File: src/rtl/reloj_oci_trace_pkg.sv
// ---------------------------------------------------------------------------
// reloj_oci_trace_pkg
// Shared definitions for the OCI debug-trace atom packer.
//   ATOM_W     : width of one trace atom
//   DCT_ATOMS  : atoms per full compressed-trace frame
//   DCT_BUF_W  : packing buffer width (DCT_ATOMS * ATOM_W)
//   DCT_CNT_W  : width of the atom count field
//   FRAME_W    : width of an emitted frame {count, buffer}
//   dct_state_e: packer sequencing states
// ---------------------------------------------------------------------------
package reloj_oci_trace_pkg;

    localparam int ATOM_W    = 2;
    localparam int DCT_ATOMS = 15;
    localparam int DCT_BUF_W = 30;
    localparam int DCT_CNT_W = 4;
    localparam int FRAME_W   = DCT_CNT_W + DCT_BUF_W;

    typedef enum logic [1:0] {
        FILL  = 2'd0,
        HOLD  = 2'd1,
        DRAIN = 2'd2,
        ENDED = 2'd3
    } dct_state_e;

    // A frame carries the atom count above the packed buffer so the sink can
    // tell how many of the low-order atoms are meaningful.
    function automatic logic [FRAME_W-1:0] pack_frame(
        input logic [DCT_CNT_W-1:0] cnt,
        input logic [DCT_BUF_W-1:0] atoms
    );
        return {cnt, atoms};
    endfunction

endpackage

File: src/rtl/reloj_oci_trace_outreg.sv
// ---------------------------------------------------------------------------
// reloj_oci_trace_outreg
// One-entry valid/ready holding register between the packer and the
// trace-frame sink.
//   clk_i   : clock
//   rst_n_i : asynchronous active-low reset
//   load_i  : capture data_i this edge (only asserted when free_o is high)
//   data_i  : frame to capture
//   ready_i : sink accepts the held frame when valid_o is high
//   valid_o : a frame is held
//   data_o  : held frame
//   free_o  : slot can take a new frame this edge (empty, or draining now)
// ---------------------------------------------------------------------------
module reloj_oci_trace_outreg
    import reloj_oci_trace_pkg::*;
(
    input  logic               clk_i,
    input  logic               rst_n_i,
    input  logic               load_i,
    input  logic [FRAME_W-1:0] data_i,
    input  logic               ready_i,
    output logic               valid_o,
    output logic [FRAME_W-1:0] data_o,
    output logic               free_o
);

    logic               valid_q, valid_d;
    logic [FRAME_W-1:0] data_q, data_d;

    // The slot is reusable in the same edge the sink takes the current frame,
    // which is what allows one frame per 15 cycles with no bubble.
    assign free_o  = ~valid_q | ready_i;
    assign valid_o = valid_q;
    assign data_o  = data_q;

    // A load wins over a handshake so back-to-back frames keep valid high;
    // the data is left in place after a handshake since valid qualifies it.
    always_comb begin
        valid_d = valid_q;
        data_d  = data_q;
        if (load_i) begin
            valid_d = 1'b1;
            data_d  = data_i;
        end else if (ready_i) begin
            valid_d = 1'b0;
        end
    end

    always_ff @(posedge clk_i or negedge rst_n_i) begin
        if (!rst_n_i) begin
            valid_q <= 1'b0;
            data_q  <= '0;
        end else begin
            valid_q <= valid_d;
            data_q  <= data_d;
        end
    end

endmodule

File: src/rtl/reloj_nios2_qsys_0_oci_dct_packer.sv
// ---------------------------------------------------------------------------
// reloj_nios2_qsys_0_oci_dct_packer
// Packs the 2-bit OCI debug-trace atom stream into 30-bit compressed-trace
// frames, exposes the live packing state to the trace monitor, and sequences
// the end-of-test drain.
//   clk            : clock
//   reset_n        : asynchronous active-low reset
//   atom_valid/atom_data/atom_ready : atom input handshake
//   flush          : one-cycle request to emit a partial buffer
//   test_ending    : level request for the final drain
//   dct_buffer     : live packing buffer, newest atom in [1:0]
//   dct_count      : atoms currently held (0..15)
//   frame_valid/frame_data/frame_ready : frame output handshake
//   test_has_ended : sticky, set once the drain has completed
// Parameter IDLE_FLUSH: idle cycles before a partial buffer auto-flushes
// (0 disables).
// ---------------------------------------------------------------------------
module reloj_nios2_qsys_0_oci_dct_packer
    import reloj_oci_trace_pkg::*;
#(
    parameter int IDLE_FLUSH = 0
) (
    input  logic                 clk,
    input  logic                 reset_n,
    input  logic                 atom_valid,
    input  logic [ATOM_W-1:0]    atom_data,
    output logic                 atom_ready,
    input  logic                 flush,
    input  logic                 test_ending,
    output logic [DCT_BUF_W-1:0] dct_buffer,
    output logic [DCT_CNT_W-1:0] dct_count,
    output logic                 frame_valid,
    output logic [FRAME_W-1:0]   frame_data,
    input  logic                 frame_ready,
    output logic                 test_has_ended
);

    localparam logic [7:0] IDLE_LIM = 8'(IDLE_FLUSH);

    dct_state_e           state_q, state_d;
    logic                 atom_ready_q;
    logic                 ended_q;
    logic [DCT_BUF_W-1:0] pack_q, pack_d, pack_acc;
    logic [DCT_CNT_W-1:0] cnt_q, cnt_d, cnt_acc;
    logic                 pend_q, pend_d;
    logic [7:0]           idle_q, idle_d;

    logic accept;
    logic slot_free;
    logic idle_expire;
    logic flush_req;
    logic emit;
    logic transfer;

    assign atom_ready     = atom_ready_q;
    assign test_has_ended = ended_q;
    assign dct_buffer     = pack_q;
    assign dct_count      = cnt_q;

    // Buffer and count as they stand after this edge's atom, so a frame
    // emitted on the same edge already contains that atom.
    assign accept   = atom_valid & atom_ready_q;
    assign pack_acc = accept ? {pack_q[DCT_BUF_W-ATOM_W-1:0], atom_data} : pack_q;
    assign cnt_acc  = cnt_q + DCT_CNT_W'(accept);

    assign idle_expire = (IDLE_FLUSH != 0) && (cnt_q != '0) && (idle_q == IDLE_LIM);
    assign flush_req   = flush | pend_q | idle_expire;

    // Never emit an empty frame, whatever requested it.
    assign emit = (cnt_acc != '0) &&
                  ((cnt_acc == DCT_CNT_W'(DCT_ATOMS)) || flush_req || (state_q == DRAIN));
    assign transfer = emit & slot_free;

    reloj_oci_trace_outreg u_outreg (
        .clk_i   (clk),
        .rst_n_i (reset_n),
        .load_i  (transfer),
        .data_i  (pack_frame(cnt_acc, pack_acc)),
        .ready_i (frame_ready),
        .valid_o (frame_valid),
        .data_o  (frame_data),
        .free_o  (slot_free)
    );

    // Packing buffer, pending-flush bit and idle timer. A flush that cannot
    // be serviced because the slot is busy collapses into one pending bit;
    // the idle timer restarts on every accepted atom and every transfer and
    // saturates at its limit so the expiry stays asserted until serviced.
    always_comb begin
        pack_d = pack_acc;
        cnt_d  = cnt_acc;
        pend_d = pend_q | ((flush | idle_expire) & (cnt_acc != '0));
        idle_d = idle_q;
        if (transfer) begin
            pack_d = '0;
            cnt_d  = '0;
            pend_d = 1'b0;
        end
        if (accept | transfer) begin
            idle_d = '0;
        end else if ((cnt_q != '0) && (idle_q != IDLE_LIM)) begin
            idle_d = idle_q + 8'd1;
        end
    end

    always_ff @(posedge clk or negedge reset_n) begin
        if (!reset_n) begin
            pack_q <= '0;
            cnt_q  <= '0;
            pend_q <= 1'b0;
            idle_q <= '0;
        end else begin
            pack_q <= pack_d;
            cnt_q  <= cnt_d;
            pend_q <= pend_d;
            idle_q <= idle_d;
        end
    end

    // Sequencing. FILL stalls into HOLD when a frame is due but the slot is
    // busy. A test ending with nothing buffered or in flight goes straight to
    // ENDED so the monitor hears about it one cycle later; otherwise DRAIN
    // emits the residue and waits for the slot to empty.
    always_comb begin
        state_d = state_q;
        case (state_q)
            FILL: begin
                if (test_ending) begin
                    if ((cnt_acc == '0) && !frame_valid) begin
                        state_d = ENDED;
                    end else begin
                        state_d = DRAIN;
                    end
                end else if (emit && !slot_free) begin
                    state_d = HOLD;
                end
            end
            HOLD: begin
                if (transfer) begin
                    state_d = test_ending ? DRAIN : FILL;
                end
            end
            DRAIN: begin
                if ((cnt_q == '0) && !frame_valid) begin
                    state_d = ENDED;
                end
            end
            ENDED: state_d = ENDED;
            default: state_d = FILL;
        endcase
    end

    // State plus its registered decodes; atom_ready therefore has no
    // combinational dependence on frame_ready. Held low during reset so no
    // atom is taken until the packer has come out of reset.
    always_ff @(posedge clk or negedge reset_n) begin
        if (!reset_n) begin
            state_q      <= FILL;
            atom_ready_q <= 1'b0;
            ended_q      <= 1'b0;
        end else begin
            state_q      <= state_d;
            atom_ready_q <= (state_d == FILL);
            ended_q      <= (state_d == ENDED);
        end
    end

endmodule

File: config.mk
export PLATFORM = sky130hd
export DESIGN_NAME = reloj_nios2_qsys_0_oci_dct_packer
export DESIGN_NICKNAME = d
export VERILOG_FILES = /design/src/rtl/reloj_oci_trace_pkg.sv /design/src/rtl/reloj_oci_trace_outreg.sv /design/src/rtl/reloj_nios2_qsys_0_oci_dct_packer.sv
export SDC_FILE = /design/constraint.sdc
export NUM_CORES = 1
export LEC_CHECK = 0
export ABC_AREA = 1
export ABC_CLOCK_PERIOD_IN_PS = 3100
export BUFFER_PORTS_ARGS = -buffer_cell sky130_fd_sc_hd__buf_2
export CORE_UTILIZATION = 30
export CTS_BUF_LIST = sky130_fd_sc_hd__clkbuf_4 sky130_fd_sc_hd__clkbuf_8
export DETAILED_ROUTE_END_ITERATION = 6
export PLACE_DENSITY_LB_ADDON = 0.15
export SYNTH_ARGS = -nofsm -noshare
export SYNTH_HDL_FRONTEND = slang
export SYNTH_SLANG_ARGS = --single-unit
File: constraint.sdc
create_clock -name clk -period 3.1 [get_ports clk]
set_clock_uncertainty 0.05 [all_clocks]
set_input_delay 0.31 -clock clk [delete_from_list [all_inputs] [get_ports clk]]
set_output_delay 0.31 -clock clk [all_outputs]
set_load 0.05 [all_outputs]
==> impl_metrics.csv, run 1 <==
group,metric,value,unit
run_status,run_status,"finished clean",
sta,hold_slack,50.7,ps
sta,rsz0062_at_grt,"false",
worst_setup_path,worstPathArrival,2650,ps
pwr,powerDensity,770,mW/mm^2
pwr,p_total,2.83,mW
sta,relSlewSlack,36.6,%
cts,post-cts-setup-buffer-count,0,
cts,clk_latency,340,ps
sta,drv_slew,0,
final_layout,fin_nets,407,
final_layout,utilization,39.1,%
placed_design,dp_slack,567,ps
synth,synth.avg_cell_area,9.27,sq um
sta,tightestPinTransition,951,ps
grt,grt_max_degree,75,
route,drt_wl_total,7150,microns
floorplanning,std_cell_rows,35,
grt,grt.total_usage,15.0,%
synth,yosysWarnings,0,
worst_setup_path,rr_worst_depth,12,
floorplanning,ios,79,
final_layout,final_common_cell,"buf_2",
worst_setup_path,required,3250,ps
final_layout,syn_to_final_growth,23.5,%
grt,grt_pass1_wl,11700,microns
synth,syn-num-nets,331,
route,drc,0,
cts,cts_hold_buf,0,
synth,ys_seq_area_share,62.2,%
pwr,peakVddDrop,0.336,mV
sta,finalCritPeriodShare,80.8,%
final_layout,mostFrequentLayoutCells,"77 x buf_2, 76 x nand2_1, 74 x dfrtp_1",
final_layout,antenna_cells,0,
route,met1Wirelength,3360,microns
worst_setup_path,path_depth,12,
sta,setup_viol,0,
route,top_layer_used,"met4",
synth,ys_seq_elements,74,
cts,tritoncts,"yes",
worst_setup_path,crit_chain,"nand2_1, inv_1, ha_1, ha_1, inv_1, nand2_1, nand2_2, nand4_1, nand2_4, nand2_8, inv_2, nor2_1",
final_layout,drive_gt1_share,27.1,%
cts,htree_levels,3,
final_layout,fin_cells,531,
flow_run,drv_cap,0,
sta,min_period,2510,ps
floorplanning,die_h,102,microns
route,drt-vias-per-instance,4.37,
floorplanning,die_w,102,microns
worst_setup_path,cpMaxStageDelayCell,"inv_2",
route,post_drt_wl_per_cell,13.5,microns
grt,overflow,0,
placed_design,post_dp_cell_area,0.00347,sq mm
sta,fmax,0.399,GHz
route,wl_met2,3300,microns
placed_design,gp_congestion,0.723,
grt,grt_pass1_vias,2328,
cts,root_buffer,"clkbuf_8",
worst_setup_path,crit_path_start_kind,"register",
route,vias,2319,
sta,worst_slack,594,ps
placed_design,dp.cells,515,
floorplanning,start_util,31.6,%
floorplanning,coreArea,0.00942,sq mm
worst_setup_path,crit_type,"register to register",
floorplanning,die_area,0.0103,sq mm
cts,cts_max_path_buffers,2,
placed_design,place.port_buffers,78,
cts,clk_pin_slew,80,ps
cts,cts_sinks,74,
route,wl_met3,375,microns
worst_setup_path,critPathCaptureType,"register",
route,ant_nets,0,
grt,antenna_found_initial,0,
placed_design,dp_hpwl,4640,microns
synth,syn-instance-count,321,
sta,hold_violations,0,
worst_setup_path,path_buf_inv,3,
synth,ys_types,23,
synth,syn_area,0.00298,sq mm
route,dr.pass1.iters,4,
final_layout,stdcell_area,0.00368,sq mm
cts,post_cts_resized,0,
worst_setup_path,critPathTopFamily,"simple AND/OR/NAND/NOR gates",
worst_setup_path,path_max_fanout,41,
pwr,p_leak,2.02,nW
cts,cts-buffers-inserted,9,
worst_setup_path,slowest_delay,540,ps
route,drt_iter0_drc,77,
hold_path,min_path_type,"primary input to async pin",
sta,finalSetupTns,0,ps
## worst reg2reg max path, cell delays in order, from the launching register on
cell     delay [ps]
dfrtp_1         390
nand2_1          90
inv_1            60
ha_1            210
ha_1            200
inv_1            50
nand2_1          50
nand2_2         100
nand4_1         170
nand2_4         150
nand2_8         160
inv_2           540
nor2_1          130
## registers in the layout, summed over array words and instances (netlist names)
register / count
atom_ready: 1
dct_buffer: 30
test_has_ended: 1
state_q: 2
u_outreg.valid_o: 1
dct_count: 4
u_outreg.data_o: 34
pend_q: 1
## area by class of cell
cell class	instances	area, sq um
Fill cell	1003	5740
Sequential cell	74	1850
Multi-Input combinational cell	202	936
Timing Repair Buffer	81	415
Tap cell	129	161
Clock buffer	10	138
Inverter	29	109
Clock inverter	6	66.3
## cell families (layout without fill, tap and decap cells)
kind of cell / Yosys count / after routing / synth area share [%]
adders and majority gates: 2 / 2 / 0.841
DFF: 74 / 74 / 62.2
AOI/OAI and AO/OA: 69 / 69 / 11.8
and+or+nand+nor: 129 / 129 / 18.1
muxes: 2 / 2 / 0.673
buffers and inverters: 45 / 126 / 6.35
## layer usage
metal  up-vias  track usage (%)
li1       1164                -
met1      1091             20.2
met2        56             23.2
met3         8             3.93
met4         0             5.69
met5         -                0
## path summary, 6_finish.rpt
kind	from	to	slack [ps]
setup / recovery	atom_ready$_DFF_PN0_	dct_buffer[14]$_DFF_PN0_	590
max in group asynchronous	reset_n	u_outreg.data_o[12]$_DFFE_PN0N_	2330
min in group clk	atom_data[0]	dct_buffer[0]$_DFF_PN0_	200
hold / removal	reset_n	test_has_ended$_DFF_PN0_	50
hold reg to reg	u_outreg.data_o[33]$_DFFE_PN0N_	u_outreg.data_o[33]$_DFFE_PN0N_	430
setup reg to reg	atom_ready$_DFF_PN0_	dct_buffer[14]$_DFF_PN0_	590
## power breakdown
part	leakage, nW	internal, mW	switching [mW]	total, mW
registers	1.00	1.10	0.0753	1.18
clock network	0.0945	0.394	0.378	0.772
logic	0.923	0.175	0.708	0.883
total	2.02	1.67	1.16	2.83
## cell usage after synthesis
cell       n  area (sq um)
clkbuf_2   1          5.00
nor3_1     1          5.00
clkbuf_1   5          18.8
a21oi_1    3          15.0
mux2i_1    2          20.0
inv_2      1          3.75
nand2_4    1          11.3
buf_6      1          11.3
buf_2      9          45.0
dfrtp_1   74          1850
nand2_1   76           285
nand3_2    1          10.0
nor2_1    39           146
nor2_2     3          18.8
nand3_1    1          5.00
a31o_2     1          8.76
inv_1     28           105
ha_1       2          25.0
nand4_1    2          12.5
nand2_8    1          20.0
o21bai_1   1          7.51
o21ai_0   64           320
nand2_2    4          25.0
(Power assumes the default switching activity.)
==> run 2: changes to the inputs <==
Settings changed: ABC_CLOCK_PERIOD_IN_PS 3100 to 2600.
Clock period 3.1 ns to 2.6 ns, I/O delays scaled along.
==> run 2 against run 1 <==
Net effect:
- first-iteration DRC count grew 2.6%
- clock power grew 7.1%
- setup slack lost 250 ps
- cell count grew 0.75%
- global-route usage shrank 0.29 points
- via count grew 0.56%
==> impl_metrics.csv, run 2 (synthesis gave the netlist of run 1 again) <==
group,metric,value,unit
worst_setup_path,crit_path_start_kind,"register",
sta,setup_viol,0,
sta,hold_violations,0,
placed_design,post_dp_cell_area,0.00352,sq mm
floorplanning,start_util,31.6,%
cts,clk_latency,340,ps
route,drt_iter0_drc,79,
floorplanning,die_area,0.0103,sq mm
final_layout,fin_nets,412,
pwr,peakVddDrop,0.358,mV
placed_design,dp_hpwl,4900,microns
cts,post_cts_resized,0,
grt,met2_usage,21.2,%
route,dr.pass1.iters,4,
final_layout,antenna_cells,0,
floorplanning,die_h,102,microns
pwr,p_switching,1.35,mW
sta,finalSetupTns,0,ps
final_layout,largest_reg_flops,34,
floorplanning,coreArea,0.00942,sq mm
worst_setup_path,required,2760,ps
final_layout,fillers,991,
pwr,powerDensity,890,mW/mm^2
hold_path,worstHoldStart,"atom_data[0]",
sta,tightestPinTransition,523,ps
cts,cts_hold_buf,1,
cts,htree_levels,3,
cts,post-cts-setup-buffer-count,0,
worst_setup_path,path_max_fanout,39,
cts,tritoncts,"yes",
worst_setup_path,crit_type,"register to register",
pwr,p_seq_share,42.6,%
sta,drv_slew,0,
placed_design,dp.cells,519,
route,post_drt_wl_per_cell,13.4,microns
route,vias,2332,
flow_run,drv_cap,0,
final_layout,drive_gt1_share,27.8,%
grt,grt_max_degree,40,
sta,min_period,2260,ps
floorplanning,ios,79,
grt,grt.total_usage,14.7,%
worst_setup_path,critPathCaptureType,"register",
grt,overflow,0,
sta,finalCritPeriodShare,86.8,%
final_layout,stdcell_area,0.00371,sq mm
grt,grt_util_met1,21.1,%
hold_path,hold_depth,3,
sta,rsz0062_at_grt,"false",
pwr,power_frac_clock,25.1,%
grt,antenna_found_initial,0,
grt,grt_pass1_vias,2206,
worst_setup_path,reg2reg_from,"atom_ready$_DFF_PN0_",
final_layout,syn_to_final_growth,24.5,%
worst_setup_path,rr_worst_depth,13,
final_layout,final_common_cell,"buf_2",
worst_setup_path,worstPathArrival,2420,ps
hold_path,min_path_type,"primary input to register",
run_status,run_status,"finished clean",
cts,root_buffer,"clkbuf_8",
grt,grt_pass1_wl,11500,microns
cts,cts-buffers-inserted,9,
cts,cts_max_path_buffers,2,
floorplanning,std_cell_rows,35,
pwr,p_total,3.30,mW
final_layout,fin_cells,535,
final_layout,mostFrequentLayoutCells,"77 x buf_2, 76 x nand2_1, 73 x dfrtp_1",
grt,grt.busiest_layer,"met2",
pwr,p_sw_share,40.9,%
sta,fmax,0.443,GHz
pwr,p_leak,2.04,nW
route,drt-vias-per-instance,4.36,
sta,relSlewSlack,65.1,%
route,ant_nets,0,
pwr,internal_power,1.95,mW
worst_setup_path,crit_start,"atom_ready$_DFF_PN0_",
pwr,pwr-share-comb,32.3,%
grt,met3_usage,3.59,%
cts,clk_pin_slew,80,ps
route,drt_wl_total,7170,microns
floorplanning,die_w,102,microns
placed_design,place.port_buffers,78,
placed_design,gp_congestion,0.817,
cts,cts_sinks,74,
route,drc,0,
[run 2: path summary, 6_finish.rpt]
path,end,slack (ps)
min in group asynchronous,test_has_ended$_DFF_PN0_,380
worst max register to register,u_outreg.data_o[16]$_DFFE_PN0N_,340
worst min register to register,u_outreg.data_o[14]$_DFFE_PN0N_,440
worst min-delay path,dct_buffer[0]$_DFF_PN0_,140
worst max-delay path,u_outreg.data_o[16]$_DFFE_PN0N_,340
max in group asynchronous,dct_count[0]$_DFF_PN0_,1530
[run 2: power groups by stage]
| stage | combinational, mW | sequential (mW) | clock [mW] |
|---|---|---|---|
| after global placement | 1.07 | 1.43 | 0 |
| after global routing | 1.16 | 1.43 | 0.911 |
| final | 1.07 | 1.41 | 0.827 |
| after CTS | 1.08 | 1.41 | 0.862 |
| after detailed placement | 1.08 | 1.43 | 0 |
| after floorplan | 0.250 | 1.98 | 0 |
[run 2: critical path: stages, from the launching register on]
cell and delay [ps]:
dfrtp_2 400, nand2_1 70, inv_1 60, ha_1 210
ha_1 290, inv_1 90, nand2_1 60, nor2_2 110
nand2_2 80, nand2_2 80, nand2_4 70, nand2_8 190
buf_4 250, o21ai_0 110
[run 2: metrics by stage]
stage | hold slack, ps | setup WS, ps | utilization, %
after CTS | 133 | 329 | 39.4
after global routing | 142 | 155 | 39.4
final | 145 | 342 | 39.4
after global placement | 225 | 376 | 37.4
after detailed placement | 223 | 329 | 37.4
after floorplan | -85.6 | 46.1 | -
[run 2: cell type report]
class	count	area, sq um	share of cell area [%]
Sequential cell	74	1850	50.0
Multi-Input combinational cell	202	936	25.3
Timing Repair Buffer	86	468	12.6
Clock buffer	13	166	4.49
Tap cell	129	161	4.36
Inverter	29	109	2.94
Clock inverter	2	12.5	0.338
[run 2: metal layers]
layer  wire length [microns]  share of wire [%]
met1                    3580                 50
met2                    3150                 44
met3                     360                5.0
met4                      80                1.1
met5                       0                  0
==> run 3: changes to the inputs <==
Settings changed: CORE_UTILIZATION 30 to 40.
==> run 3 against run 2 <==
Net effect:
- wire length decreased by 10%
- setup slack got worse by 61 ps
- via count about the same
- clock-buffer cell count decreased by 4
- power increased by 3.7%
- critical endpoint is now dct_buffer[1]$_DFF_PN0_
- largest cell class unchanged
- highest routed layer unchanged
==> impl_metrics.csv, run 3 (synthesis gave the netlist of run 1 again) <==
group,metric,value,unit
hold_path,min_path_type,"primary input to register",
route,vias,2331,
worst_setup_path,crit_type,"register to register",
grt,grt_max_degree,40,
sta,relSlewSlack,69.0,%
sta,finalSetupTns,0,ps
route,drc,0,
route,drt_wl_total,6440,microns
sta,min_period,2320,ps
worst_setup_path,slowest_delay,400,ps
sta,tightestPinTransition,466,ps
route,post_drt_wl_per_cell,12.8,microns
placed_design,dp_hpwl,4280,microns
floorplanning,ios,79,
worst_setup_path,critPathCaptureType,"register",
floorplanning,die_area,0.00779,sq mm
cts,tritoncts,"yes",
route,ant_nets,0,
worst_setup_path,crit_chain,"nand2_1, inv_1, ha_1, ha_1, inv_1, nand2_1, nor2_2, nand2_2, nand2_2, nand2_4, nand2_8, inv_2, buf_12, nor2_1",
floorplanning,start_util,41.3,%
floorplanning,die_h,88.3,microns
floorplanning,die_w,88.3,microns
final_layout,stdcell_area,0.00370,sq mm
floorplanning,coreArea,0.00721,sq mm
run_status,run_status,"finished clean",
pwr,p_total,3.42,mW
route,dr.pass1.iters,4,
cts,clk_pin_slew,80,ps
grt,grt_pass1_wl,10500,microns
cts,cts_max_path_buffers,2,
sta,hold_violations,0,
final_layout,utilization,51.4,%
cts,clk_latency,330,ps
sta,rsz0062_at_grt,"false",
final_layout,fin_nets,410,
pwr,powerDensity,924,mW/mm^2
worst_setup_path,path_max_fanout,37,
placed_design,post_dp_cell_area,0.00348,sq mm
final_layout,syn_to_final_growth,24.5,%
grt,overflow,0,
pwr,p_leak,2.05,nW
placed_design,gp_congestion,0.763,
grt,grt_pass1_vias,2137,
grt,grt.total_usage,17.9,%
worst_setup_path,path_buf_inv,4,
final_layout,antenna_cells,0,
grt,antenna_found_initial,0,
floorplanning,std_cell_rows,31,
worst_setup_path,crit_path_start_kind,"register",
placed_design,place.port_buffers,78,
cts,cts_sinks,74,
final_layout,mostFrequentLayoutCells,"77 x buf_2, 76 x nand2_1, 73 x dfrtp_1",
final_layout,final_common_cell,"buf_2",
final_layout,drive_gt1_share,27.5,%
worst_setup_path,required,2760,ps
cts,cts-buffers-inserted,9,
sta,drv_slew,0,
cts,root_buffer,"clkbuf_8",
pwr,peakVddDrop,0.469,mV
final_layout,largest_reg_flops,34,
sta,finalCritPeriodShare,89.2,%
worst_setup_path,worstPathArrival,2480,ps
route,drt-vias-per-instance,4.63,
worst_setup_path,critPathTopFamily,"simple AND/OR/NAND/NOR gates",
worst_setup_path,cpMaxStageDelayCell,"dfrtp_2",
flow_run,drv_cap,0,
route,drt_iter0_drc,96,
sta,fmax,0.431,GHz
sta,setup_viol,0,
cts,htree_levels,3,
[run 3: tightest hold or removal path: stages]
cell and delay (ps):
buf_2 80, mux2i_1 60, nor2_1 100
[run 3: layer usage]
metal  part of all wire (%)  vias up  track usage (%)
met3                    6.0        5             3.92
met1                     50     1079             26.6
met5                      0        -                0
met4                    1.2        0             7.48
li1                       -     1176                -
met2                     43       71             25.4
[run 3: stage by stage]
stage / cells / hold slack [ps] / setup WS, ps
finish: 503 / 148 / 281
global route: 503 / 149 / 51.7
CTS: 503 / 135 / 201
detailed placement: 487 / 205 / 217
global placement: 487 / 203 / 274
floorplan: 321 / -85.6 / 46.1
[run 3: area by class of cell]
class / count / area (sq um)
clock buffer: 9 / 124
clock inverter: 6 / 90.1
fill: 730 / 3510
inverter: 29 / 109
multi-input combinational: 202 / 936
sequential: 74 / 1850
tap: 99 / 124
timing repair buffer: 84 / 469
[run 3: repair_timing]
item / 4_1_cts / 5_1_grt
setup endpoints to repair: 0 / 9
endpoints found under the hold margin: 35 / 0
hold buffers: 1 / 0
gates resized for setup: 0 / 1
buffers inserted: 0 / 0
[run 3: final timing paths]
path                                             endpoint                            from  cells past startpoint  slack, ps
hold reg to reg            u_outreg.data_o[3]$_DFFE_PN0N_  u_outreg.data_o[3]$_DFFE_PN0N_                      2        440
setup reg to reg                  dct_buffer[1]$_DFF_PN0_            atom_ready$_DFF_PN0_                     14        280
setup / recovery                  dct_buffer[1]$_DFF_PN0_            atom_ready$_DFF_PN0_                     14        280
max in group asynchronous        dct_buffer[14]$_DFF_PN0_                         reset_n                      3       1560
min in group asynchronous  u_outreg.data_o[2]$_DFFE_PN0N_                         reset_n                      2        370
hold / removal                    dct_buffer[0]$_DFF_PN0_                    atom_data[0]                      3        150
[run 3: power breakdown]
| group | total (mW) | switching [mW] | internal (mW) | leakage, nW |
|---|---|---|---|---|
| Sequential | 1.40 | 0.0903 | 1.31 | 0.999 |
| Clock | 0.955 | 0.417 | 0.538 | 0.106 |
| Combinational | 1.06 | 0.839 | 0.223 | 0.946 |
| Total | 3.42 | 1.35 | 2.08 | 2.05 |
